File: src/rtl/cache_control_pkg.sv
// Shared types and geometry for the 2-way, 8-set, 32-byte-line cache controller.
package cache_types;

    localparam int unsigned TAG_W       = 24;
    localparam int unsigned SET_W       = 3;
    localparam int unsigned OFFSET_W    = 5;
    localparam int unsigned NUM_WAYS    = 2;
    localparam int unsigned WAY_W       = $clog2(NUM_WAYS);
    localparam int unsigned LINE_ADDR_W = TAG_W + SET_W + OFFSET_W;

    typedef enum logic [1:0] {
        IDLE      = 2'd0,
        WRITEBACK = 2'd1,
        ALLOCATE  = 2'd2,
        RESOLVE   = 2'd3
    } state_t;

endpackage

File: src/rtl/cache_control_sat_counter.sv
// Saturating up-counter used for the performance-debug counters.
module sat_counter #(
    parameter int unsigned W = 16
) (
    input  logic         clk,
    input  logic         rst_n,
    input  logic         inc,
    output logic [W-1:0] count
);

    // Count up on inc, hold at all-ones instead of wrapping.
    always_ff @(posedge clk) begin
        if (!rst_n) begin
            count <= '0;
        end else if (inc && (count != {W{1'b1}})) begin
            count <= count + W'(1);
        end
    end

endmodule

File: src/rtl/cache_control.sv
// Sequencing FSM: hit/miss decision, victim writeback before fill, datapath
// load enables, LRU update, pmem address select and performance counters.
module cache_control
    import cache_types::*;
#(
    parameter int unsigned COUNT_W = 16
) (
    input  logic               clk,
    input  logic               rst_n,
    input  logic               mem_read,
    input  logic               mem_write,
    input  logic               hit_0,
    input  logic               hit_1,
    input  logic               dirty_0,
    input  logic               dirty_1,
    input  logic               lru,
    input  logic               pmem_resp,
    output logic               mem_resp,
    output logic               pmem_read,
    output logic               pmem_write,
    output logic               pmem_addr_sel,
    output logic               way_sel,
    output logic               load_data,
    output logic               load_tag,
    output logic               load_valid,
    output logic               set_dirty,
    output logic               clear_dirty,
    output logic               data_in_sel,
    output logic               load_lru,
    output logic               lru_in,
    output logic [COUNT_W-1:0] hit_count,
    output logic [COUNT_W-1:0] miss_count,
    output logic [COUNT_W-1:0] wb_count
);

    state_t           state;
    state_t           state_next;
    logic             req;
    logic             is_write;
    logic             hit;
    logic [WAY_W-1:0] hit_way;
    logic [WAY_W-1:0] victim_way;
    logic             victim_dirty;
    logic             hit_inc;
    logic             miss_inc;
    logic             wb_inc;

    assign req          = mem_read | mem_write;
    assign is_write     = mem_write;
    assign hit          = hit_0 | hit_1;
    assign hit_way      = WAY_W'(hit_1);
    assign victim_way   = WAY_W'(lru);
    assign victim_dirty = lru ? dirty_1 : dirty_0;

    // State register; synchronous reset back to IDLE.
    always_ff @(posedge clk) begin
        if (!rst_n) begin
            state <= IDLE;
        end else begin
            state <= state_next;
        end
    end

    // Next-state and Mealy outputs; everything forced low while in reset.
    always_comb begin
        state_next    = state;
        mem_resp      = 1'b0;
        pmem_read     = 1'b0;
        pmem_write    = 1'b0;
        pmem_addr_sel = 1'b0;
        way_sel       = 1'b0;
        load_data     = 1'b0;
        load_tag      = 1'b0;
        load_valid    = 1'b0;
        set_dirty     = 1'b0;
        clear_dirty   = 1'b0;
        data_in_sel   = 1'b0;
        load_lru      = 1'b0;
        lru_in        = 1'b0;
        hit_inc       = 1'b0;
        miss_inc      = 1'b0;
        wb_inc        = 1'b0;

        if (rst_n) begin
            unique case (state)
                IDLE: begin
                    if (req && hit) begin
                        mem_resp = 1'b1;
                        way_sel  = hit_way;
                        load_lru = 1'b1;
                        lru_in   = ~hit_way;
                        hit_inc  = 1'b1;
                        if (is_write) begin
                            load_data   = 1'b1;
                            data_in_sel = 1'b1;
                            set_dirty   = 1'b1;
                        end
                    end else if (req) begin
                        miss_inc   = 1'b1;
                        state_next = victim_dirty ? WRITEBACK : ALLOCATE;
                    end
                end

                WRITEBACK: begin
                    pmem_write    = 1'b1;
                    pmem_addr_sel = 1'b1;
                    way_sel       = victim_way;
                    if (pmem_resp) begin
                        wb_inc     = 1'b1;
                        state_next = ALLOCATE;
                    end
                end

                ALLOCATE: begin
                    pmem_read = 1'b1;
                    way_sel   = victim_way;
                    if (pmem_resp) begin
                        load_data   = 1'b1;
                        load_tag    = 1'b1;
                        load_valid  = 1'b1;
                        clear_dirty = 1'b1;
                        state_next  = RESOLVE;
                    end
                end

                RESOLVE: begin
                    // A dropped request gets no response and no array writes.
                    if (req && hit) begin
                        mem_resp = 1'b1;
                        way_sel  = hit_way;
                        load_lru = 1'b1;
                        lru_in   = ~hit_way;
                        if (is_write) begin
                            load_data   = 1'b1;
                            data_in_sel = 1'b1;
                            set_dirty   = 1'b1;
                        end
                    end
                    state_next = IDLE;
                end

                default: state_next = IDLE;
            endcase
        end
    end

    sat_counter #(.W(COUNT_W)) u_hit_cnt (
        .clk   (clk),
        .rst_n (rst_n),
        .inc   (hit_inc),
        .count (hit_count)
    );

    sat_counter #(.W(COUNT_W)) u_miss_cnt (
        .clk   (clk),
        .rst_n (rst_n),
        .inc   (miss_inc),
        .count (miss_count)
    );

    sat_counter #(.W(COUNT_W)) u_wb_cnt (
        .clk   (clk),
        .rst_n (rst_n),
        .inc   (wb_inc),
        .count (wb_count)
    );

endmodule
File: config.mk
export PLATFORM = sky130hd
export DESIGN_NAME = cache_control
export DESIGN_NICKNAME = d
export VERILOG_FILES = /design/src/rtl/cache_control_pkg.sv /design/src/rtl/cache_control_sat_counter.sv /design/src/rtl/cache_control.sv
export SDC_FILE = /design/constraint.sdc
export NUM_CORES = 1
export LEC_CHECK = 0
export ABC_AREA = 1
export BUFFER_PORTS_ARGS = -buffer_cell sky130_fd_sc_hd__buf_2
export CAP_MARGIN = 30
export CORE_ASPECT_RATIO = 1.1
export CORE_MARGIN = 5
export CORE_UTILIZATION = 49
export DETAILED_ROUTE_END_ITERATION = 8
export MAX_ROUTING_LAYER = met4
export PLACE_DENSITY = 0.76
export SLEW_MARGIN = 10
export SYNTH_ARGS = -nofsm -noshare
export SYNTH_HDL_FRONTEND = slang
export SYNTH_SLANG_ARGS = --single-unit
File: constraint.sdc
create_clock -name clk -period 1.4 [get_ports clk]
set_input_delay 0.14 -clock clk [delete_from_list [all_inputs] [get_ports clk]]
set_output_delay 0.14 -clock clk [all_outputs]
set_load 0.02 [all_outputs]
==> summary.md <==
| Metric | Value |
|---|---|
| Status | `complete, but fails checks` |
| Failing checks | `negative setup slack` |
| Ant. Diodes | `0` |
| Area after DPL | `between 0.004 and 0.005 mm²` |
| Post-route ant nets | `0` |
| Metal3 WL | `approximately 560 µm` |
| Pwr Total | `between 3 and 4 mW` |
| Count of cell types in the netlist | `33` |
| TNS Setup | `-5.00 ns` |
| Crit path capture type | `output pin` |
| Hold Path Depth | `3` |
| RSZ-0062 raised after global routing | `true` |
| NumNets Final | `around 660` |
| I/O pin cnt | `about 70` |
| DR DRC count | `0` |
| Die area | `roughly 0.0082 mm²` |
| Worst Hold Endpoint | `u_miss_cnt.count[2]` |
| Port Buffers | `70` |
| Vias in the first global route | `~3500` |
| FFs w/ async S/R, synth | `0` |
| Multi-input logic area | `0.00222 mm²` |
| Pleak | `2.02 nW` |
| GRT Resource Usage Total | `0.230` |
| Htree depth | `2` |
| Worst Hold Class | `input pin to flip-flop` |
| Final Skew | `~0.011 ns` |
| Slew Viols, Final | `0` |
| Synth Register Bits | `50` |
| CP Data Arrival Time | `1.48 ns` |
| Worst-Skew Late Latency | `approximately 0.31 ns` |
| Commonest non-fill, non-tap cell in the layout | `nand2_1` |
| Crit path max fanout | `4` |
| Die Y | `between 90 and 100 µm` |
| Vias | `approximately 3800` |
| Gpl congestion | `0.914` |
| Share of cells above drive strength 1 | `0.382` |
| Post-synthesis sequential area ratio | `0.317` |
| Area growth syn-to-layout | `45.6%` |
| TritonCTS clock tree | `built` |
| Routed WL per cell | `between 10 and 15 µm` |
| Post-synth EDFFs | `0` |
| Syn Nets | `between 500 and 600` |
| Global route overflow | `0` |
| Routed met1 length | `between 3000 and 4000 µm` |
| CTS root buffer | `clkbuf_8` |
| Fin util | `0.738` |
| First-pass GRT wire length | `15100 µm` |
| CP Cell Sequence | `inv_2 > ha_4 > buf_6 > inv_4 > nand3_2 > a21oi_2 > buf_6` |
| CTS Hold Bufs | `0` |
| CP Class | `flip-flop to output pin` |
| Total CTS buffers | `5` |
| Synth Flop Type | `dfxtp_1` |
| Yosys warns | `0` |
| Row count | `30` |
| Die width | `86.5 µm` |
| Most frequent cells in the layout | `nand2_1 (132), nor2_1 (93), buf_4 (69)` |
| Largest delay share family, worst path | `buffers and inverters` |
| Antenna violations before repair | `0` |
| Vias per cell | `about 5.2` |
| Area of the core | `0.00623 mm²` |
| Slew Limit Headroom | `0.757` |
| Critical path origin | `state[0]` |
| R2R Path End | `u_wb_cnt.count[12]` |
| Slew @ Worst Pin | `0.362 ns` |
| Crit share post-route | `1.16` |
| FF+latch area | `slightly above 0.001 mm²` |
| Worst Path Buf+Inv | `4` |
| MaxCap Viol Count | `0` |
| Worst Reg-to-Reg Cells | `9` |
| Clock sinks | `50` |
| Starting density of the core | `0.507` |
| Critical Path Start Type | `flip-flop` |
| Slowest CP cell | `dfxtp_2` |
| Syn Std Cell Area | `roughly 0.0032 mm²` |
| Final HPWL DP | `a little under 7000 µm` |
| Post-route worst setup slack | `-0.224 ns` |
| Fillers | `520` |
| Top sig layer | `met4` |
| Fin crit period | `~1.6 ns` |
| Router iterations before antenna repair | `5` |
| Routed wire length on met2 | `between 5000 and 6000 µm` |
| Final Hold Fails | `0` |
| Design Area, Final | `around 0.0046 mm²` |
| HP Start | `rst_n` |
| CP Data Required Time | `~1.3 ns` |
| Final setup fails | `56` |
| Worst-case vdd ir drop | `between 0.9 and 1 mV` |
| R2R Path Start | `state[0]` |
| Worst-path clk slew | `0.10 ns` |
| Drt first-iter violations | `roughly 250` |
| CTS max path bufs | `2` |
| Max frequency | `about 620 MHz` |
| Largest net degree at the start of global routing | `28` |
| Worst path max stage delay | `0.35 ns` |
| Synthesized area per cell | `a little over 6 µm²` |
| Flop2flop setup slack | `-0.16 ns` |
| Crit path top cell by count | `buf_6` |
| Drt total wl | `9620 µm` |
| Synthesized instance count | `roughly 500` |
| Hold_ws | `around 0.15 ns` |
| Pwr Density | `~860 mW/mm²` |
## cells by family (layout without fill, tap and decap cells)
logic type / count (synthesis) / count (layout) / share of synthesized area
flip-flops: 50 / 50 / 0.317
AND/OR/NAND/NOR: 336 / 336 / 0.471
XOR/XNOR: 4 / 4 / 0.0111
adder cells (fa/ha/maj): 8 / 8 / 0.0317
AO/OA/AOI/OAI: 50 / 50 / 0.0820
buffers and inverters: 64 / 198 / 0.0872
## cell type report
type | count | area share
sequential | 50 | 0.225
timing repair buffer | 139 | 0.207
clock inverter | 1 | 0.00109
multi-input combinational | 398 | 0.483
clock buffer | 7 | 0.0188
inverter | 51 | 0.0438
tap | 80 | 0.0218
## per-stage QoR
stage	worst slack [ns]	cells
floorplan	-0.0571	512
global placement	-0.0859	710
detailed placement	-0.118	710
CTS	-0.226	723
global route	-0.296	726
finish	-0.224	726
## layer usage
layer / track usage / vias up
li1: - / 1889
met1: 0.256 / 1770
met2: 0.420 / 126
met3: 0.0386 / 16
met4: 0.0623 / 0
met5: - / -
## flip-flops by register name, indices dropped and copies added (netlist names)
| name | cells |
|---|---|
| u_miss_cnt.count | 16 |
| u_hit_cnt.count | 16 |
| state | 2 |
| u_wb_cnt.count | 16 |
## synthesized netlist by cell type, types with 4 or more instances
cell type / number / share of area
ha_1: 8 / 0.032
buf_2: 4 / 0.0063
inv_1: 47 / 0.056
nand2_1: 138 / 0.16
nand2_2: 6 / 0.012
nor2_2: 8 / 0.016
nor2_4: 7 / 0.025
nand4_1: 11 / 0.022
dfxtp_1: 50 / 0.32
o21ai_0: 13 / 0.021
nor3_1: 6 / 0.0095
buf_4: 6 / 0.014
nand3_1: 37 / 0.059
a21oi_1: 32 / 0.051
nor2_1: 111 / 0.13
## worst max-delay path by stage
stage / slack, ns / end / depth (start not counted)
detailed placement: -0.12 / u_wb_cnt.count[12] / 9
global route: -0.30 / u_wb_cnt.count[15] / 10
floorplan: -0.06 / load_data / 4
CTS: -0.23 / way_sel / 7
global placement: -0.09 / u_wb_cnt.count[5] / 9
finish: -0.22 / way_sel / 7
## worst register-to-register path: cells and delay by family (launching register included)
kind	cells	cell delay, ns
adders and majority gates	1	0.17
AOI/OAI and AO/OA	1	0.12
DFF	1	0.35
and+or+nand+nor	5	0.60
buffers and inverters	2	0.22
## repair_timing
action / in CTS / in global routing
pin swaps: 16 / 15
resized for setup: 53 / 54
endpoints found under the setup margin: 44 / 63
setup buffers: 5 / 3
## power breakdown
group / switching (mW) / total (mW) / internal, mW
logic: 0.835 / 1.53 / 0.695
registers: 0.0455 / 1.53 / 1.48
clock network: 0.499 / 0.900 / 0.400
(Power assumes the default switching activity.)
